## config.mk

```make
export PLATFORM = sky130hd
export DESIGN_NAME = ftdi_st_rx_buffer
export DESIGN_NICKNAME = d
export VERILOG_FILES = /design/src/rtl/ftdi_st_rx_buffer.sv
export SDC_FILE = /design/constraint.sdc
export NUM_CORES = 1
export LEC_CHECK = 0
export ABC_AREA = 1
export CAP_MARGIN = 20
export CORE_MARGIN = 4
export CORE_UTILIZATION = 30
export DETAILED_ROUTE_END_ITERATION = 12
export SYNTH_ARGS = -nofsm -noshare
export SYNTH_HDL_FRONTEND = slang
export SYNTH_SLANG_ARGS = --single-unit
```

## constraint.sdc

```tcl
create_clock -name clk -period 6.3 [get_ports clk]
set_input_delay 1.575 -clock clk [delete_from_list [all_inputs] [get_ports clk]]
set_output_delay 1.575 -clock clk [all_outputs]
set_load 0.005 [all_outputs]
```

## src/rtl/ftdi_st_rx_buffer.sv

```systemverilog
// Elastic byte FIFO between the FTDI receive adapter and the Avalon-ST packet core, with early back-pressure.
// Optional debug statistics (byte counter, high-water mark) are built only when FTDI_RX_BUF_STATS_EN is defined.
module ftdi_st_rx_buffer #(
  parameter int DEPTH        = 16,
  parameter int AFULL_MARGIN = 2,
  parameter int AW           = $clog2(DEPTH)
) (
  input  logic          clk,
  input  logic          rst,
  input  logic          iST_VALID,
  input  logic [7:0]    iST_DATA,
  output logic          oST_READY,
  output logic          oST_VALID,
  output logic [7:0]    oST_DATA,
  input  logic          iST_READY,
  input  logic          iFLUSH,
  output logic [AW:0]   oLEVEL,
  output logic          oEMPTY,
  output logic          oFULL,
  output logic          oOVF,
  output logic [31:0]   oBYTE_CNT,
  output logic [AW:0]   oMAX_LEVEL
);

  localparam int          LVL_W     = AW + 1;
  localparam logic [AW:0] LVL_FULL  = LVL_W'(DEPTH);
  localparam logic [AW:0] LVL_AFULL = LVL_W'(DEPTH - AFULL_MARGIN);

  logic [7:0]    mem [DEPTH];
  logic [AW-1:0] wr_ptr;
  logic [AW-1:0] rd_ptr;
  logic [AW:0]   level;
  logic [AW:0]   level_next;
  logic          ready_r;
  logic          ovf_r;
  logic          push;
  logic          pop;
  logic          drop;

  // A flush swallows any same-cycle transfer; a pop frees a slot for a push even at full.
  always_comb begin
    // NOTE: every signal gets a default before any branch so no latch can be inferred.
    pop        = oST_VALID & iST_READY & ~iFLUSH;
    push       = iST_VALID & ~iFLUSH & ((level != LVL_FULL) | pop);
    drop       = iST_VALID & ~iFLUSH & (level == LVL_FULL) & ~pop;
    level_next = level;
    if (iFLUSH)
      level_next = '0;
    else if (push && !pop)
      level_next = level + LVL_W'(1);
    else if (pop && !push)
      level_next = level - LVL_W'(1);
  end

  // NOTE: state registers use non-blocking assignments so every flop samples pre-edge values.
  always_ff @(posedge clk or posedge rst) begin
    if (rst) begin
      wr_ptr  <= '0;
      rd_ptr  <= '0;
      level   <= '0;
      ovf_r   <= 1'b0;
      ready_r <= 1'b0;
    end else begin
      ready_r <= (level_next < LVL_AFULL);
      level   <= level_next;
      if (iFLUSH) begin
        wr_ptr <= '0;
        rd_ptr <= '0;
        ovf_r  <= 1'b0;
      end else begin
        if (push) wr_ptr <= wr_ptr + AW'(1);
        if (pop)  rd_ptr <= rd_ptr + AW'(1);
        if (drop) ovf_r  <= 1'b1;
      end
    end
  end

  // NOTE: the storage array has no reset; validity is tracked by level, and the output is masked while empty.
  always_ff @(posedge clk) begin
    if (push) mem[wr_ptr] <= iST_DATA;
  end

  assign oST_VALID = (level != '0);
  assign oST_DATA  = oST_VALID ? mem[rd_ptr] : 8'h00;
  assign oST_READY = ready_r;
  assign oLEVEL    = level;
  assign oEMPTY    = (level == '0);
  assign oFULL     = (level == LVL_FULL);
  assign oOVF      = ovf_r;

`ifdef FTDI_RX_BUF_STATS_EN
  logic [31:0] byte_cnt;
  logic [AW:0] max_level;

  // Byte count survives a flush; the high-water mark restarts from zero.
  always_ff @(posedge clk or posedge rst) begin
    if (rst) begin
      byte_cnt  <= '0;
      max_level <= '0;
    end else begin
      if (push) byte_cnt <= byte_cnt + 32'd1;
      if (iFLUSH)
        max_level <= '0;
      else if (level_next > max_level)
        max_level <= level_next;
    end
  end

  assign oBYTE_CNT  = byte_cnt;
  assign oMAX_LEVEL = max_level;
`else
  assign oBYTE_CNT  = '0;
  assign oMAX_LEVEL = '0;
`endif

endmodule
```

==> summary by stage, run 1 <==
Run status
The run finished with clean final reports.

Critical path
The critical path capture point type is a primary output. The class of the most critical setup path is reg2out. STA puts the critical path data arrival time at 3360 ps. At the worst endpoint, the required time is 4720 ps. The startpoint identified for the worst register-to-register timing path is oLEVEL[0]. STA classifies the critical path startpoint as a register. Along the worst path, the maximum fanout reaches 36. The most critical setup path has its startpoint at rd_ptr[1]. Measured in cells, the most critical reg-to-reg path has a length of 11.

Yosys
The complex-gate fraction of the synthesized area is 0.1168. Of all cell types, the one taking the most synthesized area is sky130_fd_sc_hd__edfxtp_1. Of the total synthesized cell area, the portion taken by AND, OR, NAND and NOR gates is 0.1154. By area the synthesized netlist is led by sky130_fd_sc_hd__edfxtp_1 61%, sky130_fd_sc_hd__dfrtp_1 5.9%, sky130_fd_sc_hd__o21ai_0 5.6%.

The netlist uses 34 different library cells. The share of synthesized area in the top cell type comes to 0.6090. Of the total synthesized cell area, the portion taken by full adders, half adders and majority gates is 0.01388.

In this run the cell area of the synthesized design comes to 6311 sq um. After synthesis, the mean cell area works out to 11.98 sq um. The mux contribution to synthesized area is 0.

The synthesized design contains 143 register bits. The main combinational cell family by area after synthesis is compound AO/OA/AOI/OAI gates. The gate count of the mapped netlist is 527. The share of the Yosys chip area taken by registers is 0.6685.

The Yosys warning count is 0. Of the total synthesized cell area, the portion taken by XOR and XNOR cells is 0.005551.

Pwr
The internal portion of the total power is 0.001764 W. Of the total power, the clock network draws 0.416. VDD sags by at most 0.0001675 V.

For this design the total switching power over the nets is 0.0006138 W. Of the total power, combinational logic draws 0.129. Of the total power, the share spent switching nets is 0.2581. The leakage power figure is 2.559 nW. The share of power burned in registers is 0.454. Power spread over the standard cell area amounts to 326.1 nW/um^2.

GRT
The initial antenna violation count came to 0. Entering global routing, the biggest net connects 69 pins. The number of global-route vias before repair is 3,954.

The total track usage is 0.1217. The first global-routing pass estimated 22.34 mm of wire. The residual overflow from global routing is 0.

Layout
The most common library cell in the layout ignoring fill and taps is sky130_fd_sc_hd__edfxtp_1. In the layout the commonest cells are 128 x sky130_fd_sc_hd__edfxtp_1, 90 x sky130_fd_sc_hd__nor2_1, 71 x sky130_fd_sc_hd__o21ai_0. The proportion of layout cells with a drive suffix above 1 is 0.09220. The fraction of the core area covered by cells at the end of the flow is 0.3558. The total number of nets in the final design is 571.

Counting the fill cells in the layout gives 1,974. The finished layout holds 834 standard cells, fillers aside. 0 antenna diodes ended up in the layout. The area added between synthesis and finish is 15.54%.

Across the whole layout, storage elements account for 4220 sq um. Summing all multi-input logic gate instances after layout gives 1727 sq um.

Drt
The final layout contains routed wiring with a total length of 14.24 mm. The detailed route wirelength on metal2 is 7.476 mm. The uppermost metal layer occupied by signal nets is met4. Wire segments on met3 add up to 615 um in the final route. The mean routed wirelength per cell is 17.07 um.

The post-detailed-route DRC marker count is 0. The detailed router finished its first iteration with 335 violations. In the final routing, the length of wire on met1 measures 5.988 mm. Using the TritonRoute via totals, the vias-per-cell ratio works out to 4.848.

The count of nets left with antenna violations once routing finished came out at 0. The detailed-router iteration count before antenna repair is 5. The overall via count from detail_route is 4,043.

Placed design
The cell total after placement is 802. The count of buffers added on input and output ports is 30. Summed over all nets, the half-perimeter wirelength after detailed placement is 8.932 mm. The global placement routability congestion is 0.8154.

STA
Setup violations remaining at the end of the flow were counted as 0. Derived from the worst setup path, the maximum achievable clock frequency is 0.2026 GHz. The count of endpoints failing hold in the final timing report is 0. The hold slack is 508.3 ps. The clock arrives with 8.891 ps of skew. The final number of max-transition violations came to 0. At the pin with the least slew margin, the transition time is 1063 ps. Headroom to the max-slew limit came out at 0.2905. The shortest clock period the worst path allows after layout is 4935 ps. The post-route clock period utilization is 0.7834. The setup TNS after final layout is 0 ps. Setup repair after global routing left no endpoint under its margin.

Worst hold path
The number of stages on the worst hold path is 2. In this run the most critical hold path is launched from oOVF. The path class of the lowest-slack min-delay path is reg2reg.

Die
The placeable core region is 20,490 sq um. The floorplan die area is 23,420 sq um. The number of primary I/O pins is 68. The number of placement rows is 52.

The floorplan die width is 153.0 um. The initial core utilization is 0.3079. The die outline height is 153.0 um.

Clocking
After clock tree synthesis, the repair step resized 0 gates. Buffers added to address setup during post-CTS repair amount to 0. The latest clock arrival within the worst-skew pair is 420 ps.

The number of clock sinks is 143. The clock tree synthesis step divided the H-tree into 4 levels. The CTS tree is built. The number of buffers added to fix hold violations after cts is 0. The master cell of the clock root buffer is sky130_fd_sc_hd__clkbuf_16. In this run, CTS created clock tree buffers numbering 17. The clock edge transition at the registers on the reported setup and hold paths is 60 ps. The number of buffers on the longest clock path is 2.

Job
The max-cap violation count is 0.
-- sequential cells by signal, summed over array words and instances, names as in the netlist --
signal	count
oOVF	1
rd_ptr	4
oST_READY	1
mem	128
wr_ptr	4
oLEVEL	5
-- cell type report --
| cell class | instances | area share |
|---|---|---|
| clock buffers | 18 | 0.05885 |
| clock inverters | 14 | 0.02128 |
| inverters | 28 | 0.01476 |
| multi-input cells | 329 | 0.2368 |
| flip-flops and latches | 143 | 0.5788 |
| well taps | 270 | 0.04633 |
| repair buffers | 32 | 0.04324 |
-- cell usage after synthesis, drive strengths merged --
cell type / number
edfxtp: 128
nor2: 94
o21ai: 74
buf: 43
nand2: 35
o221ai: 30
inv: 26
nand3: 24
clkbuf: 20
dfrtp: 15
a21oi: 14
ha: 7
nand4: 5
xor2: 3
clkinv: 2
o22ai: 2
a22oi: 1
a31oi: 1
conb: 1
nor3: 1
xnor2: 1
-- layer usage --
metal / vias to the layer above / global-route usage
li1: 1879 / -
met1: 2037 / 0.1477
met2: 114 / 0.2130
met3: 13 / 0.03025
met4: 0 / 0.03861
met5: - / 0
-- logic make-up (layout without fill, tap and decap cells) --
kind of cell               after synthesis  after routing
buffers and inverters                   91             92
xor gates and xnor gates                 4              4
AOI/OAI and AO/OA                      122            122
other                                    1             37
DFF                                    143            143
and+or+nand+nor                        159            159
adders and majority gates                7              7
-- worst paths after layout --
| path | endpoint | slack [ps] |
|---|---|---|
| setup / recovery | oST_DATA[5] | 1360 |
| hold / removal | oOVF | 510 |
| setup reg to reg | mem[7][6] | 3580 |
| hold reg to reg | oOVF | 510 |
| max in group asynchronous | rd_ptr[0] | 4380 |
| min in group asynchronous | oLEVEL[1] | 1510 |
-- critical path, cell delays in order (launching register included) --
cell                              delay [ps]
sky130_fd_sc_hd__dfrtp_1                 360
sky130_fd_sc_hd__buf_4                   250
sky130_fd_sc_hd__inv_1                   820
sky130_fd_sc_hd__o21ai_0                 230
sky130_fd_sc_hd__o221ai_1                260
sky130_fd_sc_hd__nand3_1                 110
sky130_fd_sc_hd__a21oi_1                 320
sky130_fd_sc_hd__clkdlybuf4s50_1         580
-- power groups by stage --
stage / combinational (W) / clock [W] / sequential, W
after CTS: 0.000310 / 0.00100 / 0.00108
after global placement: 0.000302 / 0 / 0.00110
after global routing: 0.000341 / 0.00104 / 0.00108
after detailed placement: 0.000310 / 0 / 0.00110
after floorplan: 0.000207 / 0 / 0.00110
final: 0.000308 / 0.000990 / 0.00108
-- metrics by stage --
step	total power [W]	instance area (sq um)	setup slack, ps
final	0.002378	7292	1365
after global placement	0.001400	6708	1838
after floorplan	0.001303	6446	3252
after detailed placement	0.001410	6708	1846
after global routing	0.002468	7292	1201
after CTS	0.002395	7292	1396
No activity file was read; power rests on OpenSTA's default activity.
==> inputs of run 2 (changes only) <==
- clock period: 6.3 -> 4.4 ns (I/O delays scaled with it)
==> run 2 against run 1 <==
  * Count of clock-buffer cells in the layout unchanged
  * Cell count up 0.84%
  * Sequential share of layout area shrank 0.79 points
  * Hold slack improved by 4.5 ps
  * Setup slack got worse by 980 ps
  * First-iteration DRC count increased by 29%
  * Combinational power is 47% higher
  * Register-to-register slack got worse by 1900 ps
  * Power is 46% higher
  * Largest cell class unchanged
  * Highest routed layer unchanged
==> summary by stage, run 2 (synthesis gave the netlist of run 1 again) <==
Run status
The run finished with clean final reports.

STA
The pin slew with the least headroom to its limit is 957.3 ps. The count of endpoints failing hold in the final timing report was 0. Setup violations remaining at the end of the flow were counted as 0. Setup repair after global routing left no endpoint under its margin. In the finished design, the share of the clock period the worst path needs comes to 0.9115. The worst clock skew is 7.334 ps. The final number of max-transition violations is 0. Headroom to the max-slew limit came out at 0.3595. The setup TNS after final layout is 0 ps.

The highest clock frequency the design can meet is 0.2493 GHz. The shortest clock period the worst path allows after layout is 4011 ps.

Drt
In the routed design, unresolved DRC markers number 0. Summed over all layers, the routed wires come to 15.02 mm. The detailed-router iteration count before antenna repair is 5.

The violation count after the first detailed-route iteration is 431. The number of routed nets with antenna violations is 0. The overall via count from detail_route is 4,150. The average vias per placed instance is 4.935. After detailed routing, the average wire length per cell comes to 17.86 um.

Worst hold path
The path class of the lowest-slack min-delay path is reg2reg.

Placed design
Once detailed placement completed, the half-perimeter wirelength came to 9.840 mm. The global placement routability congestion is 0.9186. After detailed placement, the total cell area comes to 6785 sq um. During placement, the flow inserted port buffers numbering 30.

Pwr
The switching power as a share of total power is 0.2543. The net switching component of the power is 0.0008856 W. The share of power burned in registers is 0.448. The proportion of power drawn by the clock network is 0.421.

The internal portion of the total power is 0.002597 W. The maximum resistive drop on vdd is 0.0003242 V. The share of total power dissipated in combinational logic is 0.130. The power per cell area is 471.0 nW/um^2. The leakage power figure is 2.610 nW. The final total power is 0.003482 W.

Layout
The total number of nets in the final design is 578. From synthesis to final layout, the design area changed by 17.15%. The register with the most flip-flops in the layout has 128 of them. The number of antenna repair diodes is 0. The proportion of layout cells with a drive suffix above 1 is 0.1016.

In the layout the commonest cells are 128 x sky130_fd_sc_hd__edfxtp_1, 90 x sky130_fd_sc_hd__nor2_1, 71 x sky130_fd_sc_hd__o21ai_0. Leaving out fill and tap cells, the most frequent cell in the layout is sky130_fd_sc_hd__edfxtp_1. More flip-flops sit in one register than any other, and that register is mem. The final instance area is 7393 sq um.

Die
The die covers 23,420 sq um. The die is 153.0 um tall. The number of primary I/O pins is 68.

The placeable core region is 20,490 sq um. The initial core utilization is 0.3079. The initialized floorplan defines 52 standard-cell rows.

The floorplan die width is 153.0 um.

Job
The max-cap violation count is 0.

Clocking
The number of clock sinks is 143. The CTS tree is built. In this run, CTS created clock tree buffers numbering 17. The tree is rooted in a sky130_fd_sc_hd__clkbuf_16. The number of buffers added to fix hold violations after cts is 0. The latest clock arrival within the worst-skew pair is 420 ps.

The H-tree was split into 4 levels. After clock tree synthesis, the clock-pin slew on the worst setup and hold paths is 60 ps. The number of gates resized after cts is 0. In this run the deepest clock path goes through 2 buffers.

Buffers added to address setup during post-CTS repair amount to 0.

Critical path
The critical path goes through buf_4, clkinv_1, o221ai_1, nand3_1, a21oi_1, clkdlybuf4s50_1. The number of buffers and inverters on the critical path is 3. The arrival time at the worst endpoint is 2910 ps. The worst register-to-register path has a setup slack of 1690 ps. In this run the worst path has a maximum fanout of 18. The startpoint type of the worst setup path is a register. The class of the most critical setup path is reg2out. The required time at the endpoint of the critical path is 3300 ps. On the worst path, the slowest cell contributes a delay of 570 ps. The largest individual stage delay along the critical path comes from the cell sky130_fd_sc_hd__clkdlybuf4s50_1. The critical path capture point type is a primary output. The family with the most delay on the worst path is buffers and inverters.

GRT
The residual overflow from global routing is 0. The number of global-route vias before repair is 4,109. The pin count of the biggest net entering global routing is 65. The total track usage is 0.1299. The wire length of the first global-routing pass is 23.31 mm.

The initial antenna violation count was 0.
==> run 2: changes by cell type in the layout (fill, tap and decap cells not counted) <==
| cell | delta |
|---|---|
| sky130_fd_sc_hd__buf_4 | +5 |
| sky130_fd_sc_hd__buf_12 | +2 |
| sky130_fd_sc_hd__clkinv_2 | -2 |
| sky130_fd_sc_hd__bufinv_16 | +1 |
| sky130_fd_sc_hd__clkinv_1 | +1 |
==> run 2: worst register-to-register path, cell delays in order, from the launching register on <==
cell and delay [ps]:
sky130_fd_sc_hd__dfrtp_1 450, sky130_fd_sc_hd__inv_1 90, sky130_fd_sc_hd__ha_1 300, sky130_fd_sc_hd__nand3_4 150
sky130_fd_sc_hd__nand3_4 140, sky130_fd_sc_hd__nand2_4 110, sky130_fd_sc_hd__nand2_4 60, sky130_fd_sc_hd__inv_4 110
sky130_fd_sc_hd__nand2_1 160, sky130_fd_sc_hd__nor2_1 770
==> run 2: layer usage <==
metal	part of all wire	GRT usage	wire length, um
met5	0	0	0
met4	0.025	0.05515	369
met2	0.51	0.2243	7675
met3	0.055	0.02488	820
met1	0.41	0.1591	6159
==> run 2: through the flow <==
stage                     utilization  hold slack, ps  setup WS (ps)  cells
after detailed placement       0.3311           498.4          642.5    809
after global routing           0.3607           542.4          299.6    841
after floorplan                     -           486.0           1827    563
final                          0.3607           512.7          389.3    841
after CTS                      0.3607           511.9          409.5    841
after global placement         0.3311           490.4          635.3    809
==> run 2: area by class of cell <==
cell class	instances	area [sq um]
timing repair buffer	39	392.9
fill	1957	13100
clock inverter	14	178.9
sequential	143	4220
tap	270	337.8
multi-input combinational	329	1727
inverter	28	107.6
clock buffer	18	429.2
==> run 2: final timing paths <==
check | start | to | cells past startpoint
max | rd_ptr[2] | oST_DATA[6] | 6
min | oOVF | oOVF | 2
max reg2reg | oLEVEL[0] | mem[12][2] | 9
min reg2reg | oOVF | oOVF | 2
max in group asynchronous | rst | rd_ptr[0] | 2
min in group asynchronous | rst | oOVF | 2
==> run 2: power by group through the flow <==
stage	registers (W)	logic, W	clock network, W
after global placement	0.00159	0.000449	0
after floorplan	0.00157	0.000296	0
final	0.00156	0.000454	0.00147
after global routing	0.00157	0.000503	0.00155
after detailed placement	0.00159	0.000455	0
after CTS	0.00156	0.000456	0.00148
==> inputs of run 3 (changes only) <==
- CORE_ASPECT_RATIO: default -> 0.7
- CORE_MARGIN: 4 -> 2
- clock period: 4.4 -> 3.34 ns (I/O delays scaled with it)
==> run 3 against run 2 <==
  * Sequential cell count unchanged
  * Critical endpoint is now oST_DATA[2]
  * Sequential power up 31%
  * Critical path type unchanged
  * Largest cell class unchanged
  * Via count rose by 2.9%
==> summary by stage, run 3 (synthesis gave the netlist of run 1 again) <==
STA
The tightest hold path in the finished design has a slack of 507.0 ps. The setup TNS after final layout is 0 ps. The final number of max-transition violations came to 0. The setup violation total in the final timing report is 0.

The highest clock frequency the design can meet is 0.3061 GHz. Setup repair after global routing left no endpoint under its margin. Counting I/O delays and the setup requirement, the final critical path takes 3266 ps. Of the available clock period, the critical path in the final layout requires 0.9780. At the pin with the least slew margin, the transition time is 819.5 ps.

Clock skew on the completed layout was measured at 10.59 ps. The relative slew slack is 0.4520. The count of endpoints failing hold in the final timing report was 0.

Layout
0 antenna diodes ended up in the layout. Ranked by flip-flop count, first place goes to mem. The total number of nets in the final design is 597.

The library cell used most frequently in the layout, excluding fill and tap cells, is sky130_fd_sc_hd__edfxtp_1. From synthesis to final layout, the design area changed by 20.90%. The proportion of layout cells with a drive suffix above 1 is 0.1475. In the layout the commonest cells are 128 x sky130_fd_sc_hd__edfxtp_1, 90 x sky130_fd_sc_hd__nor2_1, 71 x sky130_fd_sc_hd__o21ai_0. The number of flip-flops under the largest register name is 128.

Pwr
The maximum resistive drop on vdd is 0.0003871 V. The net switching component of the power is 0.001170 W. The share of power burned in registers is 0.444. The switching power as a share of total power is 0.2539. The internal portion of the total power is 0.003436 W. The proportion of power drawn by the clock network is 0.410. The leakage power figure is 2.738 nW. Power spread over the standard cell area amounts to 603.6 nW/um^2. Of the total power, combinational logic draws 0.146.

Worst hold path
The hold path startpoint is oOVF. The min-delay analysis places its worst path in the category reg2reg. The number of stages on the worst hold path is 2.

Critical path
The largest fanout of any net on the critical path is 20. Counting cells, the worst reg-to-reg path comes to 12. The worst setup path startpoint is rd_ptr[0]. STA classifies the critical path startpoint as a register. The critical path capture point type is a primary output. The arrival time at the worst endpoint is 2430 ps. The required time at the endpoint of the critical path is 2500 ps. Across all register-to-register paths, the minimum setup slack is 1100 ps. The critical path is of the reg2out type. The startpoint identified for the worst register-to-register timing path is oLEVEL[0].

Clocking
The H-tree generated during clock tree synthesis spans 4 levels. The number of hold buffers added after CTS was 0. The total clock buffers created by CTS is 17. The master cell of the clock root buffer is sky130_fd_sc_hd__clkbuf_16. The latest clock arrival within the worst-skew pair is 420 ps. The number of buffers on the longest clock path is 2. The clock edge transition at the registers on the reported setup and hold paths is 60 ps.

The CTS tree is built. The number of clock sinks is 143.

Die
The floorplan die area is 22,230 sq um. 68 I/O pins were placed. The placeable core region is 20,700 sq um. The floorplan die width is 177.4 um. The number of placement rows is 44. The initial utilization of the core area, before any placement, comes to 0.3049. The die outline height is 125.4 um.

GRT
After global routing, the most crowded layer is met2. In the global route stage, met2 resource usage came out at 0.2129. The residual overflow from global routing is 0. The wire length of the first global-routing pass is 23.80 mm. The pin count of the biggest net entering global routing is 43. The total track usage is 0.1436. The initial antenna violation count is 0. The met1 usage is 0.2029. The routing usage on met3 is 0.03710. The number of global-route vias before repair is 4,083.

Drt
Once detail routing completed, the nets flagged for antenna violations numbered 0. The post-detailed-route DRC marker count is 0. The violation count after the first detailed-route iteration is 518.

In the final routed layout, each cell accounts on average for 18.05 um. In the routed layout, each cell is associated on average with a via count of 4.931. Summed over all layers, the routed wires come to 15.63 mm. The first detailed-routing pass ran for 5 iterations.

The overall via count from detail_route is 4,270.

Placed design
The count of input and output buffers is 30. The HPWL after detailed placement is 10.26 mm. At the end of routability-driven placement, the weighted congestion stood at 0.8559.

Job
Across the run, the number of max-cap violations was 0.

Run status
The flow ran to the end, and the final reports show no timing, DRC or antenna violations.
==> run 3: repair_timing <==
action                     CTS  global route
setup endpoints to repair    8             8
resized for setup            6            10
pin swaps                    1             2
buffers inserted             2             0
cloned                       0             1
==> run 3: worst paths after layout <==
| path | end |
|---|---|
| max | oST_DATA[2] |
| min | oOVF |
| max reg2reg | mem[7][3] |
| min reg2reg | oOVF |
| max in group asynchronous | rd_ptr[0] |
| min in group asynchronous | oST_READY |
==> run 3: metrics by stage <==
| step | cells | power, W | setup slack (ps) | area, sq um | util |
|---|---|---|---|---|---|
| 2_1_floorplan | 563 | 0.002457 | 1032 | 6446 | - |
| 3_3_place_gp | 831 | 0.002688 | 256.9 | 6925 | 0.3346 |
| 3_5_place_dp | 831 | 0.002709 | 216.3 | 6925 | 0.3346 |
| 4_1_cts | 865 | 0.004599 | 1.891 | 7557 | 0.3651 |
| 5_1_grt | 866 | 0.004776 | 2.193 | 7630 | 0.3686 |
| 6_report | 866 | 0.004606 | 73.62 | 7630 | 0.3686 |
==> run 3: worst max-delay path, cell delays in order (launching register included) <==
cell                              delay, ps
sky130_fd_sc_hd__dfrtp_2                480
sky130_fd_sc_hd__inv_4                  120
sky130_fd_sc_hd__clkbuf_16              190
sky130_fd_sc_hd__nor2_1                  50
sky130_fd_sc_hd__o221ai_1               270
sky130_fd_sc_hd__nand3_1                130
sky130_fd_sc_hd__a21oi_1                230
sky130_fd_sc_hd__clkdlybuf4s50_1        540
==> run 3: final cells by class <==
type                            count  area (sq um)
Clock buffer                       17         425.4
Clock inverter                     15         168.9
Timing Repair Buffer               58         575.6
Multi-Input combinational cell    329          1782
Sequential cell                   143          4220
Fill cell                        1957         13070
Inverter                           28         112.6
Tap cell                          276         345.3
==> run 3: routing by layer <==
metal | wire length [um] | part of all wire
met4 | 264 | 0.017
met3 | 1314 | 0.084
met5 | 0 | 0
met1 | 6958 | 0.45
met2 | 7092 | 0.45
==> run 3: power groups by stage <==
stage | Sequential, W | Combinational, W | Clock (W)
2_1_floorplan | 0.00207 | 0.000390 | 0
3_3_place_gp | 0.00208 | 0.000607 | 0
3_5_place_dp | 0.00208 | 0.000625 | 0
4_1_cts | 0.00204 | 0.000644 | 0.00191
5_1_grt | 0.00205 | 0.000739 | 0.00199
6_report | 0.00204 | 0.000671 | 0.00189
